--- src/rtl/flex_down_counter.sv ---
// Loadable down-counter with zero flag, one-cycle expiry pulse and optional auto-reload.
// Every output is registered; clear beats load, and load beats count_enable.
module flex_down_counter #(
  parameter int NUM_CNT_BITS = 4
) (
  input  logic                    clk,
  input  logic                    rst,
  input  logic                    clear,
  input  logic                    load,
  input  logic [NUM_CNT_BITS-1:0] load_val,
  input  logic                    count_enable,
  input  logic                    auto_reload,
  output logic [NUM_CNT_BITS-1:0] count_out,
  output logic                    zero_flag,
  output logic                    expired,
  output logic                    busy
);

  typedef enum logic [1:0] {
    IDLE = 2'd0,
    RUN  = 2'd1,
    DONE = 2'd2
  } state_t;

  localparam logic [NUM_CNT_BITS-1:0] CNT_ZERO = '0;
  localparam logic [NUM_CNT_BITS-1:0] CNT_ONE  = NUM_CNT_BITS'(1);

  state_t                  state;
  state_t                  state_next;
  logic [NUM_CNT_BITS-1:0] reload_reg;
  logic [NUM_CNT_BITS-1:0] reload_next;
  logic [NUM_CNT_BITS-1:0] count_next;
  logic                    zero_next;
  logic                    expired_next;
  logic                    busy_next;

  always_ff @(posedge clk or posedge rst) begin
    if (rst) begin
      state      <= IDLE;
      reload_reg <= CNT_ZERO;
      count_out  <= CNT_ZERO;
      zero_flag  <= 1'b0;
      expired    <= 1'b0;
      busy       <= 1'b0;
    end else begin
      state      <= state_next;
      reload_reg <= reload_next;
      count_out  <= count_next;
      zero_flag  <= zero_next;
      expired    <= expired_next;
      busy       <= busy_next;
    end
  end

  // Reaching zero only raises the flags; the stop-or-reload decision waits for
  // the next enabled cycle, so an auto-reload period is reload value + 1.
  always_comb begin
    state_next   = state;
    reload_next  = reload_reg;
    count_next   = count_out;
    zero_next    = zero_flag;
    expired_next = 1'b0;

    if (clear) begin
      state_next  = IDLE;
      reload_next = CNT_ZERO;
      count_next  = CNT_ZERO;
      zero_next   = 1'b0;
    end else if (load) begin
      reload_next = load_val;
      count_next  = load_val;
      if (load_val != CNT_ZERO) begin
        state_next = RUN;
        zero_next  = 1'b0;
      end else begin
        state_next = DONE;
        zero_next  = 1'b1;
      end
    end else if ((state == RUN) && count_enable) begin
      if (count_out > CNT_ONE) begin
        count_next = count_out - CNT_ONE;
      end else if (count_out == CNT_ONE) begin
        count_next   = CNT_ZERO;
        zero_next    = 1'b1;
        expired_next = 1'b1;
      end else if (auto_reload) begin
        count_next = reload_reg;
        zero_next  = 1'b0;
      end else begin
        state_next = DONE;
      end
    end

    busy_next = (state_next == RUN);
  end

endmodule
--- config.mk ---
export PLATFORM = sky130hd
export DESIGN_NAME = flex_down_counter
export DESIGN_NICKNAME = d
export VERILOG_FILES = /design/src/rtl/flex_down_counter.sv
export SDC_FILE = /design/constraint.sdc
export NUM_CORES = 1
export LEC_CHECK = 0
export BUFFER_PORTS_ARGS = -buffer_cell sky130_fd_sc_hd__buf_4
export CAP_MARGIN = 10
export CORE_AREA = 2 2 45 43
export DETAILED_ROUTE_END_ITERATION = 6
export DIE_AREA = 0 0 47 45
export PLACE_DENSITY = 0.74
export RECOVER_POWER = 50
export REMOVE_ABC_BUFFERS = 1
export SLEW_MARGIN = 40
export SYNTH_ARGS = -nofsm -noshare
export SYNTH_HDL_FRONTEND = slang
export SYNTH_SLANG_ARGS = --single-unit
--- constraint.sdc ---
create_clock -name clk -period 1.85 [get_ports clk]
set_input_delay 0.37 -clock clk [delete_from_list [all_inputs] [get_ports clk]]
set_output_delay 0.37 -clock clk [all_outputs]
set_load 0.05 [all_outputs]
Yosys cells after proc, flatten, opt, wreduce, memory -nomap -nowiden. Cells that the tools add are included.

Add/subtract/negate cells: 1. Order comparisons: 1. Eq/ne operators: 4. Mux-type cells: 27. Reductions and logical operators: 8.

Operator list (count): 2-to-1 mux 4 bit (8); 2-to-1 mux 2 bit (7); 2-to-1 mux 1 bit (12); nonzero test 4 bit (2); nonzero test 5 bit (1); equality test 2 x 1 -> 1 bit (second input constant) (2); equality test 4 x 1 -> 1 bit (second input constant) (1); > comparator 4 x 1 -> 1 bit (second input constant) (1); subtractor 4 x 1 -> 4 bit (second input constant) (1); != test 3 bit (second input constant) (1); AND reduction 3 bit (1); nonzero test 3 bit (1); AND reduction 2 bit (1); nonzero test 2 bit (1); logical AND 1 bit (1).

Register bits: 13. Output and inout bits: 7. Word-level logic and storage cells: 47.

Longest topological paths before layout. Gate-level depths: netlist of the first run.

Depth after elaboration: 7. Mapped depth: 6. Gate-level depth less buffers: 6.

Worst setup path after synthesis of the first run. OpenSTA, ideal clock, no wires.

Path type: register to register. Start: register count_out[0]. End: register count_out[1]. Library setup time: 0.104 ns. Arrival: 1.794 ns. Data required time: 1.746 ns. Slack: -0.048 ns. Stages on the path, launching flop included: 6. Path buffers: 0. Clock period less this slack: 1.898 ns. Path through: dfrtp_1 inv_1 ha_1 nor3b_4 o311a_1 o41ai_2.

Word-level cells in the longest chain between the ends: 6.

RTL lines: start: declaration (RTL line 13) `output logic [NUM_CNT_BITS-1:0] count_out,`; start signal: assignment (RTL line 48) `count_out <= count_next;`; parallel branches: the longest is 6 deep, another holds subtractor 4 x 1 -> 4 bit.

Parallel ways; which one is timed is not known. The select of a mux whose other input is x is not followed. A chain may end at the register's enable or synchronous reset.

Worst setup path after layout of the first run.
Start: register count_out[1]. End: register count_out[3].

Same word-level chain as after synthesis.

==> results by group, run 1 <==
Worst setup path
  • CP Cell Sequence: inv_1, ha_1, nor3b_4, a31oi_1, a221o_1, o21ai_2
  • FF-to-FF End: count_out[3]$_DFFE_PP0P_
  • Startpoint types: flip-flop
  • R2r worst-path depth: 6
  • Critical-path top delay cell: dfrtp_1
  • Critical Path Source: count_out[1]$_DFFE_PP0P_
  • CP endpoint: count_out[3]$_DFFE_PP0P_
  • Crit path capture type: flip-flop
  • Worst path arrival time: roughly 1.9 ns
  • R2R Setup Slk: 0.14 ns
  • Worst Path Required: a little over 2 ns
  • Slowest stage delay, CP: 0.42 ns
  • Reg2Reg Launch Point: count_out[1]$_DFFE_PP0P_
  • CP max FO: 5
  • Kind of critical path: flip-flop to flip-flop

Die
  • Ports: 17
  • FP Rows: 14
  • Overall die width: 47 µm
  • Die area: 2120 µm²
  • Chip height: 45 µm
  • Initial Util: 0.485
  • Core area: 1610 µm²

Synth
  • Cell count after synthesis: between 80 and 90
  • Post-Syn Area: roughly 780 µm²
  • Top cell type by total area after synthesis: dfrtp_1
  • Adder-cell share of the synthesized area: 0.0320
  • Top-count cell post-synth: dfrtp_1
  • Mux contribution to synthesized area: 0.0512
  • Syn avg cell area: 9.54 µm²
  • Distinct cells, synth: 33
  • #FFs+latches synth: 13
  • EDFF count, synth: 0
  • Post-synth top cells: dfrtp_1 (13), nor2_1 (9), inv_1 (7)
  • Post-Synth XOR/XNOR Area: 0
  • Synth area leaders: dfrtp_1 (42%), mux2i_1 (5.1%), nor2_1 (4.3%)
  • Most used DFF post-synth: dfrtp_1
  • Share of the synthesized area in the top cell type: 0.416
  • Synth warn: 0
  • Compound-Gate Fraction of Synth Area: 0.213
  • Main combinational cell family by area after synthesis: simple AND/OR/NAND/NOR gates
  • Simple-gate area share of the yosys netlist: 0.237
  • Register area share after synthesis: 0.416
  • Asr flop ratio synth: 1.00

Layout
  • Final nets: ~110
  • Antenna cells: 0
  • Share of layout cells above drive strength 1: 0.287
  • Area grow syn2layout: 23.2%
  • Final core utilization: 0.598

Global routing
  • Total grt overflow: 0
  • Met3 Use GR: 0.0240
  • Initial antenna violation count: 0
  • Global-route wire length before repair: 2550 µm
  • Most used routing layer: met1
  • Pin count of the biggest net entering global routing: 23
  • Met1 Use GR: 0.253
  • All-Layer GR Usage: 0.169
  • Vias in the first global route: about 590
  • Grt met2 use: 0.244

Drt
  • WL/cell: 12.6 µm
  • Vias: 692
  • Final wirelength: 1580 µm
  • Vias per cell: 5.54
  • DRT iter0 DRCs: 18
  • Final ANT Viol Nets: 0
  • TritonRoute pass-1 iters: 4
  • Residual DRC: 0

STA
  • Max Fclk: 586 MHz
  • Worst-Margin Slew: 0.857 ns
  • RSZ-0062 raised after global routing: no
  • Worst-case clock skew: 0.000465 ns
  • Final cycle utilization of the critical path: 0.923
  • Relative slew margins: 0.429
  • Endpoints failing setup: 0
  • Final min period: 1.71 ns
  • Max-slew violations: 0
  • Final Hold Vio Count: 0

Worst hold path
  • Hold Crit Class: input port to async pin

Clock tree
  • H-tree lvl count: 1
  • Clock Sinks: 13
  • Insertion delay to the later sink of the worst-skew pair: around 0.27 ns
  • CTS tree: built
  • Clock Path Buffers: 2
  • Post-CTS Setup Inserts: 0
  • Clock buffer count from CTS: 3
  • Worst-path clk slew: 0.08 ns
  • Root buffer cell: clkbuf_4

Power and ir drop
  • Leakage: 0.442 nW
  • Cell Pwr Density: 890 nW/µm²
  • VDD IR max: 0.540 mV
  • Pwr Total: 0.858 mW

Placed design
  • GPL Wtd Cong: 0.802
  • Port Buffers: 16
  • Dpl hpwl: about 1200 µm

Flow run
  • # Max-Cap Violations: 0

Run status
  • Status: completed
==> what timing repair did <==
action	CTS	global route
gates resized for setup	0	1
endpoints found under the setup margin	0	6
hold buffers	0	0
==> logic make-up (layout without fill, tap and decap cells) <==
group / after synthesis / after routing
and+or+nand+nor: 33 / 34
AOI/OAI and AO/OA: 20 / 20
DFF: 13 / 13
buffers and inverters: 10 / 28
muxes: 4 / 4
adders and majority gates: 2 / 2
==> where the power goes <==
group | internal, mW | switching, mW | total [mW]
combinational | 0.136 | 0.199 | 0.335
clock | 0.0834 | 0.0886 | 0.172
sequential | 0.311 | 0.0406 | 0.351
==> layout by cell type, fill, tap and decap left out <==
master,instances
buf_4,15
dfrtp_1,13
nor2_1,9
inv_1,7
nor3_1,6
nand2_1,5
mux2i_1,4
clkbuf_4,4
a31oi_1,3
a21oi_1,3
nor4_1,2
or3b_1,2
o31ai_1,2
nand2b_1,2
a211oi_1,2
clkbuf_1,2
nor3b_4,1
nand3b_1,1
o311a_1,1
and3b_1,1
or2_2,1
o2bb2ai_2,1
o41ai_2,1
nor2b_1,1
a211o_2,1
o21ai_0,1
a41oi_1,1
nor3b_1,1
a21o_2,1
nand3_1,1
o21ba_2,1
a221o_1,1
o21ai_2,1
ha_1,1
ha_2,1
nor3b_2,1
==> area by class of cell <==
type | instances | area [µm²]
fill | 149 | 648
multi-input combinational | 60 | 432
sequential | 13 | 325
timing repair buffer | 17 | 124
tap | 24 | 30.0
clock buffer | 4 | 26.3
inverter | 7 | 26.3
==> stage by stage <==
| step | setup TNS, ns | cells | area, µm² | worst slack (ns) | hold WS [ns] |
|---|---|---|---|---|---|
| 3_3_place_gp | 0 | 120 | 926 | 0.119 | 0.427 |
| 6_report | 0 | 125 | 963 | 0.142 | 0.118 |
| 2_1_floorplan | -0.147 | 79 | 768 | -0.0479 | 0.247 |
| 4_1_cts | 0 | 124 | 952 | 0.0370 | 0.132 |
| 3_5_place_dp | 0 | 120 | 926 | 0.0564 | 0.433 |
| 5_1_grt | 0 | 125 | 963 | 0.0173 | 0.164 |
==> worst max-delay path, delay by kind of cell, from the launching register on <==
| family | cells | cell delay (ns) |
|---|---|---|
| AOI/OAI and AO/OA | 3 | 0.59 |
| DFF | 1 | 0.42 |
| and+or+nand+nor | 1 | 0.31 |
| adders and majority gates | 1 | 0.23 |
| buffers and inverters | 1 | 0.09 |
==> routing by layer <==
| metal | share of wire | vias to the layer above |
|---|---|---|
| met5 | 0 | - |
| met4 | 0 | 0 |
| met3 | 0.045 | 0 |
| met2 | 0.49 | 21 |
| met1 | 0.47 | 333 |
| li1 | - | 338 |
==> worst min-delay path by stage <==
stage          slack (ns)  depth (start not counted)  from                       end
2_1_floorplan        0.25                          1   rst            busy$_DFF_PP0_
3_3_place_gp         0.43                          2   rst            busy$_DFF_PP0_
3_5_place_dp         0.43                          2   rst            busy$_DFF_PP0_
4_1_cts              0.13                          2   rst     zero_flag$_DFFE_PP0P_
5_1_grt              0.16                          2   rst  count_out[2]$_DFFE_PP0P_
6_report             0.12                          2   rst     zero_flag$_DFFE_PP0P_
Power figures use the tool's default switching activity.
==> run 2, diff against run 1 <==
--- a/config.mk
+++ b/config.mk
@@ -8,8 +8,10 @@
 export BUFFER_PORTS_ARGS = -buffer_cell sky130_fd_sc_hd__buf_4
 export CAP_MARGIN = 10
 export CORE_AREA = 2 2 45 43
+export CTS_BUF_LIST = sky130_fd_sc_hd__clkbuf_8 sky130_fd_sc_hd__clkbuf_16
 export DETAILED_ROUTE_END_ITERATION = 6
 export DIE_AREA = 0 0 47 45
+export MAX_ROUTING_LAYER = met4
 export PLACE_DENSITY = 0.74
 export RECOVER_POWER = 50
 export REMOVE_ABC_BUFFERS = 1
==> run 2 against run 1 <==
Compared with the run above:
- clock power rose by 45%
- wire length rose by 10%
- utilization rose by 1.2 points
- final area rose by 1.9%
- critical path depth did not move
- highest routed layer is now met4
==> results by group, run 2 (synthesized netlist as in run 1, its figures left out) <==
Global routing
  • Global-route wire length before repair: 2590 µm (+1.6%)
  • Vias in the first global route: 594 (+0.51%)
  • Pin count of the biggest net entering global routing: 23 (unchanged)
  • Total grt overflow: 0 (unchanged)
  • All-Layer GR Usage: 0.178 (+0.00916)
  • Initial antenna violation count: 0 (unchanged)

Clock tree
  • Insertion delay to the later sink of the worst-skew pair: 0.24 ns (-0.03 ns)
  • Post-CTS Setup Inserts: 0 (unchanged)
  • Clock Path Buffers: 2 (unchanged)
  • H-tree lvl count: 1 (unchanged)
  • Clock buffer count from CTS: 3 (unchanged)
  • Root buffer cell: clkbuf_8
  • Clock Sinks: 13 (unchanged)
  • Worst-path clk slew: 0.06 ns (-0.02 ns)
  • CTS tree: built

Worst setup path
  • Startpoint types: flip-flop
  • Kind of critical path: flip-flop to flip-flop
  • CP max FO: 5 (unchanged)
  • Worst Path Required: 1.99 ns (-0.06 ns)
  • Worst path arrival time: 1.89 ns (-0.02 ns)
  • Crit path capture type: flip-flop

Die
  • Ports: 17 (unchanged)
  • Overall die width: 47 µm (unchanged)
  • Initial Util: 0.485 (unchanged)
  • Chip height: 45 µm (unchanged)
  • Die area: 2120 µm² (unchanged)
  • Core area: 1610 µm² (unchanged)
  • FP Rows: 14 (unchanged)

STA
  • Max-slew violations: 0 (unchanged)
  • Endpoints failing setup: 0 (unchanged)
  • Final min period: 1.75 ns (+0.0387 ns)
  • Final cycle utilization of the critical path: 0.944 (+0.0209)
  • Max Fclk: 573 MHz (-2.2%)
  • RSZ-0062 raised after global routing: no
  • Relative slew margins: 0.417 (-0.0116)
  • Worst-case clock skew: 0.00169 ns (+0.00123 ns)
  • Worst-Margin Slew: 0.874 ns (+0.0174 ns)
  • Final Hold Vio Count: 0 (unchanged)

Drt
  • TritonRoute pass-1 iters: 4 (unchanged)
  • WL/cell: 13.9 µm (+10%)
  • Final ANT Viol Nets: 0 (unchanged)
  • Final wirelength: 1740 µm (+10%)
  • Vias per cell: 5.63 (+1.7%)
  • DRT iter0 DRCs: 18 (unchanged)
  • Vias: 704 (+1.7%)
  • Residual DRC: 0 (unchanged)

Power and ir drop
  • Combinational share of power: 0.362 (-0.028)
  • VDD IR max: 0.615 mV (+14%)
  • Cell Pwr Density: 962 nW/µm² (+8.1%)
  • Seq pwr share: 0.373 (-0.036)
  • Leakage: 0.454 nW (+2.7%)
  • Sw Share: 0.371 (-0.0113)
  • Pwr Total: 0.945 mW (+10%)
  • NetSw: 0.351 mW (+7.0%)
  • Int Power: 0.595 mW (+12%)
  • Clk pwr share: 0.265 (+0.064)

Placed design
  • Port Buffers: 16 (unchanged)
  • Dpl hpwl: 1190 µm (unchanged)
  • Cells after DPL: 120 (unchanged)
  • GPL Wtd Cong: 0.814 (+1.4%)

Run status
  • Status: completed

Layout
  • Final core utilization: 0.609 (+0.0116)
  • Commonest non-fill, non-tap cell in the layout: buf_4
  • Share of layout cells above drive strength 1: 0.287 (unchanged)
  • Non-Filler Instances: 125 (unchanged)
  • Final nets: 114 (unchanged)
  • Most frequent cells in the layout: buf_4 (15), dfrtp_1 (13), nor2_1 (9)
  • Area grow syn2layout: 25.6%
  • Antenna cells: 0 (unchanged)

Flow run
  • # Max-Cap Violations: 0 (unchanged)

Worst hold path
  • Hold Crit Class: input port to async pin
[run 2: cell types whose count changed in the layout (fill, tap and decap cells not counted), sizes merged]
cell and change:
clkbuf -1, inv +1
[run 2: repair_timing]
item / 4_1_cts / 5_1_grt
gates resized for setup: 0 / 1
setup endpoints to repair: 0 / 5
hold buffers: 0 / 0
[run 2: worst paths after layout]
check                      slack (ns)                   endpoint  depth (start not counted)                      start
max                              0.10   count_out[1]$_DFFE_PP0P_                          6   count_out[1]$_DFFE_PP0P_
min                              0.15         state[1]$_DFF_PP0_                          2                        rst
max reg2reg                      0.10   count_out[1]$_DFFE_PP0P_                          6   count_out[1]$_DFFE_PP0P_
min reg2reg                      0.56  reload_reg[0]$_DFFE_PP0N_                          2  reload_reg[0]$_DFFE_PP0N_
max in group asynchronous        1.36   count_out[2]$_DFFE_PP0P_                          2                        rst
min in group clk                 0.39  reload_reg[0]$_DFFE_PP0N_                          3                load_val[0]
[run 2: power groups by stage]
stage                     clock [mW]  sequential (mW)  combinational, mW
after global placement             0            0.351              0.323
after CTS                      0.254            0.348              0.327
final                          0.250            0.353              0.342
after floorplan                    0            0.416              0.166
after detailed placement           0            0.353              0.327
after global routing           0.271            0.357              0.363
[run 2: critical path, stage by stage (launching register included)]
cell      delay, ns
dfrtp_1        0.41
inv_1          0.09
ha_1           0.23
nor3b_4        0.32
nand3b_1       0.14
o311a_1        0.16
o41ai_2        0.30
[run 2: final cells by class]
| type | instances | area, µm² |
|---|---|---|
| clock buffer | 3 | 41.3 |
| tap | 24 | 30.0 |
| sequential | 13 | 325 |
| inverter | 7 | 26.3 |
| fill | 144 | 629 |
| clock inverter | 1 | 3.75 |
| multi-input combinational | 60 | 432 |
| timing repair buffer | 17 | 124 |
[run 2: per-layer routing]
metal | track usage | up-vias | share of wire
met5 | - | - | 0
met4 | 0.0667 | 0 | 0.011
met3 | 0.0360 | 6 | 0.048
met2 | 0.255 | 21 | 0.50
met1 | 0.247 | 340 | 0.44
li1 | - | 337 | -
[run 2: per-stage QoR]
step	setup TNS, ns	area (µm²)	hold slack (ns)	setup WS (ns)
5_1_grt	0	982	0.211	0.00852
6_report	0	982	0.153	0.104
3_3_place_gp	0	926	0.427	0.119
4_1_cts	0	971	0.175	0.0421
2_1_floorplan	-0.147	768	0.247	-0.0479
3_5_place_dp	0	926	0.433	0.0564
==> run 3, diff against run 2 <==
--- a/config.mk
+++ b/config.mk
@@ -8,7 +8,7 @@
 export BUFFER_PORTS_ARGS = -buffer_cell sky130_fd_sc_hd__buf_4
 export CAP_MARGIN = 10
 export CORE_AREA = 2 2 45 43
-export CTS_BUF_LIST = sky130_fd_sc_hd__clkbuf_8 sky130_fd_sc_hd__clkbuf_16
+export CTS_BUF_LIST = sky130_fd_sc_hd__clkbuf_16
 export DETAILED_ROUTE_END_ITERATION = 6
 export DIE_AREA = 0 0 47 45
 export MAX_ROUTING_LAYER = met4
==> run 3 against run 2 <==
Compared with the run above:
- clock power is 61% higher
- flip-flop and latch count did not move
- critical path depth is the same
- clock skew about the same
- critical path type unchanged
- sequential power barely moved
- final cell count up 0.80%
- sequential share of layout area down 1.3 points
- first-iteration DRC count increased by 120%
- final area increased by 4.2%
- critical endpoint unchanged
==> results by group, run 3 (synthesized netlist as in run 1, its figures left out) <==
Clock tree
  • Insertion delay to the later sink of the worst-skew pair: 0.24 ns (about the same)
  • Clock buffer count from CTS: 3 (unchanged)
  • Clock Path Buffers: 2 (unchanged)
  • H-tree lvl count: 1 (unchanged)
  • Worst-path clk slew: 0.05 ns (about the same)
  • Root buffer cell: clkbuf_16
  • Clock Sinks: 13 (unchanged)
  • Hold_buf cts: 0 (unchanged)
  • CTS tree: built

Global routing
  • Global-route wire length before repair: 2820 µm (+8.8%)
  • Vias in the first global route: 661 (+11%)
  • Most used routing layer: met2
  • Met3 Use GR: 0.0520 (+0.0160)
  • All-Layer GR Usage: 0.193 (+0.0151)
  • Grt met2 use: 0.285 (+0.0301)
  • Met1 Use GR: 0.245 (-0.00253)
  • Total grt overflow: 0 (unchanged)
  • Pin count of the biggest net entering global routing: 23 (unchanged)
  • Initial antenna violation count: 0 (unchanged)

Layout
  • Commonest non-fill, non-tap cell in the layout: buf_4
  • Share of layout cells above drive strength 1: 0.294 (+0.00699)
  • Antenna cells: 0 (unchanged)
  • Final nets: 115 (+0.88%)
  • Non-Filler Instances: 126 (+0.80%)
  • # fillers: 137 (-4.9%)
  • Most frequent cells in the layout: buf_4 (16), dfrtp_1 (13), nor2_1 (9)
  • Area grow syn2layout: 30.9%

Die
  • Overall die width: 47 µm (unchanged)
  • Die area: 2120 µm² (unchanged)
  • Ports: 17 (unchanged)
  • Chip height: 45 µm (unchanged)
  • FP Rows: 14 (unchanged)
  • Initial Util: 0.485 (unchanged)
  • Core area: 1610 µm² (unchanged)

Worst setup path
  • Kind of critical path: flip-flop to flip-flop
  • Worst path arrival time: 1.89 ns (about the same)
  • Startpoint types: flip-flop
  • Crit path capture type: flip-flop
  • Worst Path Required: 1.99 ns (about the same)
  • R2R Setup Slk: 0.1 ns (about the same)
  • CP max FO: 5 (unchanged)

Power and ir drop
  • Sw Share: 0.331 (-0.0404)
  • Leakage: 0.475 nW (+4.5%)
  • Int Power: 0.742 mW (+25%)
  • NetSw: 0.367 mW (+4.5%)
  • Combinational share of power: 0.318 (-0.044)
  • VDD IR max: 0.677 mV (+10%)
  • Pwr Total: 1.11 mW (+17%)
  • Cell Pwr Density: 1080 nW/µm² (+13%)
  • Seq pwr share: 0.319 (-0.054)
  • Clk pwr share: 0.363 (+0.098)

STA
  • Max Fclk: 571 MHz (-0.27%)
  • Max-slew violations: 0 (unchanged)
  • Final cycle utilization of the critical path: 0.947 (+0.00259)
  • Setup WS post-layout: 0.0988 ns (-0.00479 ns)
  • Final Hold Vio Count: 0 (unchanged)
  • Final min period: 1.75 ns (+0.00479 ns)
  • Worst-Margin Slew: 0.882 ns (+0.00759 ns)
  • Worst-case clock skew: 0.00165 ns (-0.0000410 ns)
  • Endpoints failing setup: 0 (unchanged)
  • Fin Hold WS: 0.160 ns (+0.00643 ns)
  • Relative slew margins: 0.412 (-0.00506)
  • Total Neg Setup Slack: 0 ns (unchanged)

Drt
  • Vias: 700 (-0.57%)
  • TritonRoute pass-1 iters: 4 (unchanged)
  • WL/cell: 13.9 µm (about the same)
  • DRT iter0 DRCs: 39 (+21)
  • Residual DRC: 0 (unchanged)
  • Final wirelength: 1760 µm (+0.75%)
  • Final ANT Viol Nets: 0 (unchanged)
  • Vias per cell: 5.56 (-1.4%)

Worst hold path
  • Hold Crit Class: input port to async pin

Flow run
  • # Max-Cap Violations: 0 (unchanged)

Run status
  • Status: completed

Placed design
  • Dpl hpwl: 1190 µm (unchanged)
  • GPL Wtd Cong: 0.814 (unchanged)
  • Port Buffers: 16 (unchanged)
  • DP Worst Slack: 0.0564 ns (unchanged)
  • Cells after DPL: 120 (unchanged)
-- run 3: cell type report --
type | count | area [µm²] | area share
clock inverters | 1 | 3.75 | 0.00367
inverters | 7 | 26.3 | 0.0257
flip-flops and latches | 13 | 325 | 0.318
clock buffers | 3 | 75.1 | 0.0733
multi-input cells | 60 | 432 | 0.422
repair buffers | 18 | 131 | 0.128
well taps | 24 | 30.0 | 0.0293
-- run 3: worst max-delay path, stage by stage (launching register included) --
cell and delay (ns):
dfrtp_1 0.41, inv_1 0.10, ha_1 0.23, nor3b_4 0.32
nand3b_1 0.13, o311a_1 0.16, o41ai_2 0.30
-- run 3: worst paths after layout --
check                                           from                   endpoint  depth (start not counted)
max                         count_out[1]$_DFFE_PP0P_   count_out[1]$_DFFE_PP0P_                          6
min                                              rst      zero_flag$_DFFE_PP0P_                          2
max reg2reg                 count_out[1]$_DFFE_PP0P_   count_out[1]$_DFFE_PP0P_                          6
min reg2reg                reload_reg[1]$_DFFE_PP0N_  reload_reg[1]$_DFFE_PP0N_                          2
max in group asynchronous                        rst   count_out[0]$_DFFE_PP0P_                          2
min in group clk                         load_val[0]  reload_reg[0]$_DFFE_PP0N_                          3
-- run 3: metrics by stage --
stage / util / instance area [µm²]
after CTS: 0.623 / 1000
final: 0.635 / 1020
after detailed placement: 0.575 / 926
after floorplan: - / 768
after global placement: 0.575 / 926
after global routing: 0.635 / 1020
-- run 3: per-layer routing --
metal / routed length (µm) / vias up
li1: - / 344
met3: 60 / 2
met4: 8 / 0
met5: 0 / -
met2: 854 / 14
met1: 832 / 340
-- run 3: power by group through the flow --
stage / sequential, mW / combinational, mW / clock, mW
floorplan: 0.416 / 0.166 / 0
detailed placement: 0.353 / 0.327 / 0
CTS: 0.349 / 0.331 / 0.407
global placement: 0.351 / 0.323 / 0
finish: 0.354 / 0.353 / 0.402
global route: 0.357 / 0.377 / 0.423
-- run 3: what timing repair did --
action / in CTS / in global routing
gates resized for setup: 0 / 1
endpoints found under the setup margin: 0 / 7
endpoints found under the hold margin: 0 / 0
buffers inserted: 0 / 1
